--- config.mk ---
export PLATFORM = sky130hd
export DESIGN_NAME = gcd_mm_engine
export DESIGN_NICKNAME = d
export VERILOG_FILES = /design/src/rtl/gcd_mm_engine.sv
export SDC_FILE = /design/constraint.sdc
export NUM_CORES = 1
export LEC_CHECK = 0
export CAP_MARGIN = 0
export CORE_MARGIN = 2
export CORE_UTILIZATION = 40
export CTS_CLUSTER_DIAMETER = 50
export DETAILED_ROUTE_END_ITERATION = 8
export PLACE_DENSITY = 0.59
export SKIP_CTS_REPAIR_TIMING = 1
export SLEW_MARGIN = 20
export SYNTH_ARGS = -nofsm -noshare
export SYNTH_HDL_FRONTEND = slang
export SYNTH_SLANG_ARGS = --single-unit
--- constraint.sdc ---
create_clock -name clk -period 6.7 [get_ports clk]
set_clock_uncertainty 0.05 [all_clocks]
set_input_delay 0.67 -clock clk [delete_from_list [all_inputs] [get_ports clk]]
set_output_delay 0.67 -clock clk [all_outputs]
set_load 0.02 [all_outputs]
--- src/rtl/gcd_mm_engine.sv ---
// gcd_mm_engine -- Avalon-MM slave computing gcd(OPA, OPB) with the binary
// (Stein) algorithm. A write to OPB launches a computation. The bus is always
// 32 bits wide; operands and result are WIDTH bits and read back zero-extended.
//
// Optional feature macro: GCD_IRQ_EN (adds the CTRL.irq_en bit and the irq port).
//
// Ports:
//   clk         clock
//   rst         asynchronous active-low reset
//   chipselect  slave select; read/write are ignored when low
//   address     word address (0 OPA, 1 OPB, 2 RESULT, 3 STATUS, 4 CTRL, 5 CYCLES)
//   read        read strobe; readdata is valid the following cycle
//   write       write strobe
//   byteenable  per-byte write lane enables
//   writedata   write data
//   readdata    registered read data
//   irq         level interrupt = done & irq_en (GCD_IRQ_EN builds only)
module gcd_mm_engine #(
  parameter int WIDTH = 32,
  parameter int CNT_W = 16
) (
  input  logic        clk,
  input  logic        rst,
  input  logic        chipselect,
  input  logic [2:0]  address,
  input  logic        read,
  input  logic        write,
  input  logic [3:0]  byteenable,
  input  logic [31:0] writedata,
  output logic [31:0] readdata
`ifdef GCD_IRQ_EN
  ,
  output logic        irq
`endif
);
  localparam int KW = $clog2(WIDTH) + 1;

  typedef enum logic [2:0] {S_IDLE, S_LOAD, S_ALIGN, S_REDUCE, S_FINISH} state_t;
  state_t r_state, w_state_nxt;

  logic [WIDTH-1:0] r_opa, r_opb, r_result, r_a, r_b;
  logic [KW-1:0]    r_k;
  logic [CNT_W-1:0] r_cycles, w_cyc_inc;
  logic             r_done, r_busy, r_err, r_ovr, w_done_nxt;
  logic [31:0]      r_readdata, w_rdata;
  logic             w_wr, w_rd, w_wr_opa, w_wr_opb, w_wr_stat, w_launch, w_drop, w_zero;
  logic [WIDTH-1:0] w_opa_new, w_opb_new;

  // Merge a 32-bit write into a WIDTH-bit register lane by lane; bits above
  // WIDTH fall away on the final truncation.
  function automatic logic [WIDTH-1:0] f_merge(input logic [WIDTH-1:0] cur,
                                               input logic [31:0] wd,
                                               input logic [3:0] be);
    logic [31:0] v;
    v = 32'(cur);
    for (int i = 0; i < 4; i++)
      if (be[i]) v[8*i +: 8] = wd[8*i +: 8];
    return v[WIDTH-1:0];
  endfunction

  assign w_wr      = chipselect & write;
  assign w_rd      = chipselect & read;
  assign w_wr_opa  = w_wr && (address == 3'd0);
  assign w_wr_opb  = w_wr && (address == 3'd1);
  assign w_wr_stat = w_wr && (address == 3'd3) && byteenable[0];
  // busy is high exactly while the FSM is outside IDLE, so a launch can only
  // be accepted from IDLE and a write in the FINISH cycle is dropped.
  assign w_launch  = w_wr_opb & ~r_busy;
  assign w_drop    = (w_wr_opa | w_wr_opb) & r_busy;
  assign w_zero    = (r_opa == '0) || (r_opb == '0);
  assign w_cyc_inc = (r_cycles == '1) ? r_cycles : r_cycles + CNT_W'(1);
  assign w_opa_new = f_merge(r_opa, writedata, byteenable);
  assign w_opb_new = f_merge(r_opb, writedata, byteenable);

  // FINISH setting done takes priority over a same-cycle STATUS clear.
  always_comb begin
    w_done_nxt = r_done;
    if (w_launch || (w_wr_stat && writedata[0])) w_done_nxt = 1'b0;
    if (r_state == S_FINISH)                     w_done_nxt = 1'b1;
  end

`ifdef GCD_IRQ_EN
  logic r_irq_en, r_irq, w_irq_en_nxt;
  assign w_irq_en_nxt = (w_wr && (address == 3'd4) && byteenable[0]) ? writedata[0] : r_irq_en;
  always_ff @(posedge clk or negedge rst) begin
    if (!rst) begin
      r_irq_en <= 1'b0;
      r_irq    <= 1'b0;
    end else begin
      r_irq_en <= w_irq_en_nxt;
      // Built from next-state values so irq rises and falls with done/irq_en.
      r_irq    <= w_done_nxt & w_irq_en_nxt;
    end
  end
  assign irq = r_irq;
`endif

  always_ff @(posedge clk or negedge rst) begin
    if (!rst) r_state <= S_IDLE;
    else      r_state <= w_state_nxt;
  end

  always_comb begin
    w_state_nxt = r_state;
    case (r_state)
      S_IDLE:   if (w_launch) w_state_nxt = S_LOAD;
      S_LOAD:   w_state_nxt = w_zero ? S_FINISH : S_ALIGN;
      S_ALIGN:  if (r_a[0] | r_b[0]) w_state_nxt = S_REDUCE;
      S_REDUCE: if (r_a[0] && r_b[0] && (r_a == r_b)) w_state_nxt = S_FINISH;
      S_FINISH: w_state_nxt = S_IDLE;
      default:  w_state_nxt = S_IDLE;
    endcase
  end

  always_ff @(posedge clk or negedge rst) begin
    if (!rst) begin
      r_opa <= '0; r_opb <= '0; r_result <= '0; r_a <= '0; r_b <= '0; r_k <= '0;
      r_cycles <= '0; r_done <= 1'b0; r_busy <= 1'b0; r_err <= 1'b0; r_ovr <= 1'b0;
    end else begin
      if (w_wr_opa && !r_busy) r_opa <= w_opa_new;
      if (w_launch)            r_opb <= w_opb_new;
      if (w_drop)                              r_ovr <= 1'b1;
      else if (w_wr_stat && writedata[3])      r_ovr <= 1'b0;
      if (w_wr_stat && writedata[2])           r_err <= 1'b0;
      r_done <= w_done_nxt;
      if (w_launch) begin
        r_busy <= 1'b1;
        r_err  <= 1'b0;
      end
      case (r_state)
        S_LOAD: begin
          r_a      <= r_opa;
          r_b      <= r_opb;
          r_k      <= '0;
          r_cycles <= '0;
          if (w_zero) begin
            // Zero operand: the answer is the other operand. Keeping it in a
            // with k=0 makes the FINISH rewrite of RESULT a no-op.
            r_a      <= r_opa | r_opb;
            r_result <= r_opa | r_opb;
            if ((r_opa == '0) && (r_opb == '0)) r_err <= 1'b1;
          end
        end
        S_ALIGN: begin
          r_cycles <= w_cyc_inc;
          if (!r_a[0] && !r_b[0]) begin
            r_a <= r_a >> 1;
            r_b <= r_b >> 1;
            r_k <= r_k + KW'(1);
          end
        end
        S_REDUCE: begin
          r_cycles <= w_cyc_inc;
          if (!r_a[0])            r_a <= r_a >> 1;
          else if (!r_b[0])       r_b <= r_b >> 1;
          else if (r_a == r_b)    r_a <= r_a;
          else if (r_a > r_b)     r_a <= r_a - r_b;
          else                    r_b <= r_b - r_a;
        end
        S_FINISH: begin
          r_result <= r_a << r_k;
          r_busy   <= 1'b0;
        end
        default: ;
      endcase
    end
  end

  always_comb begin
    w_rdata = '0;
    case (address)
      3'd0: w_rdata = 32'(r_opa);
      3'd1: w_rdata = 32'(r_opb);
      3'd2: w_rdata = 32'(r_result);
      3'd3: w_rdata = {28'd0, r_ovr, r_err, r_busy, r_done};
`ifdef GCD_IRQ_EN
      3'd4: w_rdata = {31'd0, r_irq_en};
`endif
      3'd5: w_rdata = 32'(r_cycles);
      default: w_rdata = '0;
    endcase
  end

  always_ff @(posedge clk or negedge rst) begin
    if (!rst)      r_readdata <= '0;
    else if (w_rd) r_readdata <= w_rdata;
  end

  assign readdata = r_readdata;

endmodule

==> flow_metrics.tcl <==
set metrics [dict create \
    synth_warnings 0 \
    insertion_delay_ns 0.53 \
    cts-buffers-inserted 36 \
    overflow 0 \
    syn_nets 1898 \
    maxSlewViolCount 0 \
    powerDensity_mw_per_mm2 625 \
    status "completed" \
    setup_violations 0 \
    grt_start_max_net_pins 92 \
    required_ns 7.12 \
    drt_wl_total_mm 54.2 \
    portBuffers 75 \
    grt_pass1_vias 13600 \
    wl_met3_mm 4.29 \
    ys_seq_area_share_pct 35.1 \
    worstHoldPathType "primary input to async pin" \
    crit_buf_inv 1 \
    cp_slowest_cell "dfrtp_1" \
    first_pass_iters 7 \
    critPathKind "register to register" \
    route.met2.wl_mm 24.2 \
    area_growth_pct 15.2 \
    antenna_left 0 \
    rrSetupSlack_ns 2.57 \
    finalNonFillerCells 2339 \
    cts_tree "yes" \
    htree_levels 2 \
    grt_pass1_wl_mm 83.5 \
    die_h_um 202 \
    async_reset_ff_share_pct 100 \
    synth.distinct_cells 87 \
    yosys.area.top_type_share_pct 35.1 \
    synth_common_cells "221 x dfrtp_1, 191 x a21oi_1, 178 x nand2_1, 149 x o21ai_0, 134 x nor2_1" \
    cpPeakStageDelay_ns 0.70 \
    gp_congestion 0.935 \
    cp_data_arrival_time_ns 4.55 \
    crit_path_cell_trace "ha_1, inv_1, fa_1, a21o_1, a221o_1, a21oi_2, o211ai_1, a21oi_1, o21a_2, and2b_2, nor4bb_1, o32a_1" \
    grt_setup_unrepaired "no" \
    period_needed_ns 4.13 \
    drive_above_1_share_pct 11.9 \
    yosysMostFrequentCell "dfrtp_1" \
    clk_pin_slew_worst_paths_ns 0.06 \
    drv_cap 0 \
    fp.dieW_um 202 \
    leakage_nw 7.82 \
    power.total_mw 11.3 \
    start_util_pct 40.7 \
    drc_errors 0 \
    core_area_mm2 0.0387 \
    finalHoldViolCount 0 \
    netlist_area_mm2 0.0158 \
    floorplan.rows 72 \
    crit_path_end_kind "register" \
    wl_per_cell_um 23.2 \
    worstSetupStartpointType "register" \
    dp.cells 2273 \
    worst_pin_slew_ns 1.05 \
    grt_usage_pct 26.1 \
    relSlewSlack_pct 29.5 \
    yosys.area.top_type "dfrtp_1" \
    ir_worst_vdd_uv 377 \
    via_per_inst 6.15 \
    dieArea_mm2 0.0410 \
    syn_area_per_cell_um2 8.83 \
    pin_count 76 \
    met1_length_mm 23.7 \
    numClockSinks 221 \
    fillers 3736 \
    drt-initial-drc-count 1531 \
    diodes 0 \
    tns_ns 0 \
    fmax_mhz 242 \
    antenna_found_initial 0 \
    cts_buffer_depth 3 \
    cp_max_fo 30 \
    fin_nets 1907 \
    synthFlopType "dfrtp_1" \
    yosys_register_bits 221 \
    synth-edff-count 0 \
    synthTopCellsByArea "dfrtp_1 35%, a21oi_1 6.1%, ha_1 5.4%" \
    syn_inst 1784 \
    crit_family "compound AO/OA/AOI/OAI gates" \
    min_period_over_period_pct 61.7 \
    top_layer "met4" \
    place_hpwl_mm 39.6 \
    clock-root-buffer "clkbuf_16" \
    num_vias 14400 \
    whs_ns 0.0640 \
]
-- cell usage in the layout, fill, tap and decap left out, drive strengths merged, types with 10 or more instances in the layout --
| cell type | instances |
|---|---|
| dfrtp | 221 |
| mux2i | 52 |
| a31oi | 28 |
| nor2b | 11 |
| nand4 | 22 |
| a211oi | 41 |
| inv | 84 |
| o22ai | 12 |
| buf | 21 |
| and3 | 10 |
| a22oi | 17 |
| nand2b | 10 |
| a222oi | 21 |
| xor2 | 28 |
| and2 | 13 |
| o21a | 22 |
| xnor2 | 43 |
| mux4 | 20 |
| o21ai | 152 |
| mux2 | 69 |
| a22o | 34 |
| clkdlybuf4s50 | 73 |
| clkbuf | 44 |
| nor4 | 19 |
| ha | 68 |
| a21oi | 198 |
| nand3 | 20 |
| nor2 | 135 |
| nor3 | 17 |
| nand2 | 179 |
| a21o | 34 |
-- where the power goes --
group | total, mW | switching [mW] | internal (mW) | leakage, nW
Sequential | 2.51 | 0.721 | 1.79 | 2.83
Combinational | 6.74 | 4.09 | 2.65 | 4.33
Clock | 2.10 | 0.736 | 1.36 | 0.658
-- worst reg2reg max path, cell delays in order (launching register included) --
cell	delay [ns]
dfrtp_1	0.70
ha_1	0.27
inv_1	0.06
fa_1	0.40
a21o_1	0.19
a221o_1	0.39
a21oi_2	0.27
o211ai_1	0.13
a21oi_1	0.20
o21a_2	0.19
and2b_2	0.65
nor4bb_1	0.37
o32a_1	0.20
-- per-stage QoR --
step	area [um2]	utilization, %	worst slack (ns)
global placement	16800	43.3	2.37
global route	18100	46.8	2.44
finish	18100	46.8	2.57
CTS	18100	46.8	2.55
floorplan	15800	-	3.50
detailed placement	16800	43.3	2.59
-- routing by layer --
| layer | vias up | track usage, % |
|---|---|---|
| li1 | 6568 | - |
| met1 | 7039 | 36.4 |
| met2 | 642 | 40.6 |
| met3 | 127 | 4.88 |
| met4 | 0 | 9.46 |
| met5 | - | 0 |
-- kinds of logic (layout without fill, tap and decap cells) --
| family | count (synthesis) | in the layout | share of synthesized area (%) |
|---|---|---|---|
| fa+ha+maj | 70 | 70 | 5.65 |
| mux | 141 | 141 | 11.1 |
| buf+inv | 201 | 238 | 5.36 |
| xor+xnor | 71 | 71 | 3.95 |
| simple gates | 457 | 457 | 13.4 |
| flops | 221 | 221 | 35.1 |
| compound gates | 623 | 623 | 25.5 |
-- sequential cells by signal, summed over array words and instances, names as in the netlist --
signal    cells
r_a          32
r_b          32
r_opa        32
r_opb        32
r_result     32
readdata     32
r_cycles     16
r_k           6
r_state       3
r_busy        1
r_done        1
r_err         1
r_ovr         1
-- final timing paths --
kind | start | depth (start not counted) | endpoint
max | r_b[0] | 12 | r_b[30]
min | rst | 1 | readdata[6]
max reg2reg | r_b[0] | 12 | r_b[30]
min in group clk | readdata[12] | 2 | readdata[12]
min reg2reg | readdata[12] | 2 | readdata[12]
max in group asynchronous | rst | 2 | r_k[0]
-- area by class of cell --
class	instances	area (um2)	area share [%]
multi-input combinational	1362	9430	52.0
sequential	221	5530	30.5
clock buffer	44	1010	5.58
timing repair buffer	94	893	4.92
tap	518	648	3.57
clock inverter	22	338	1.86
inverter	78	293	1.61
Note: power is estimated with default switching activity, not from simulation.
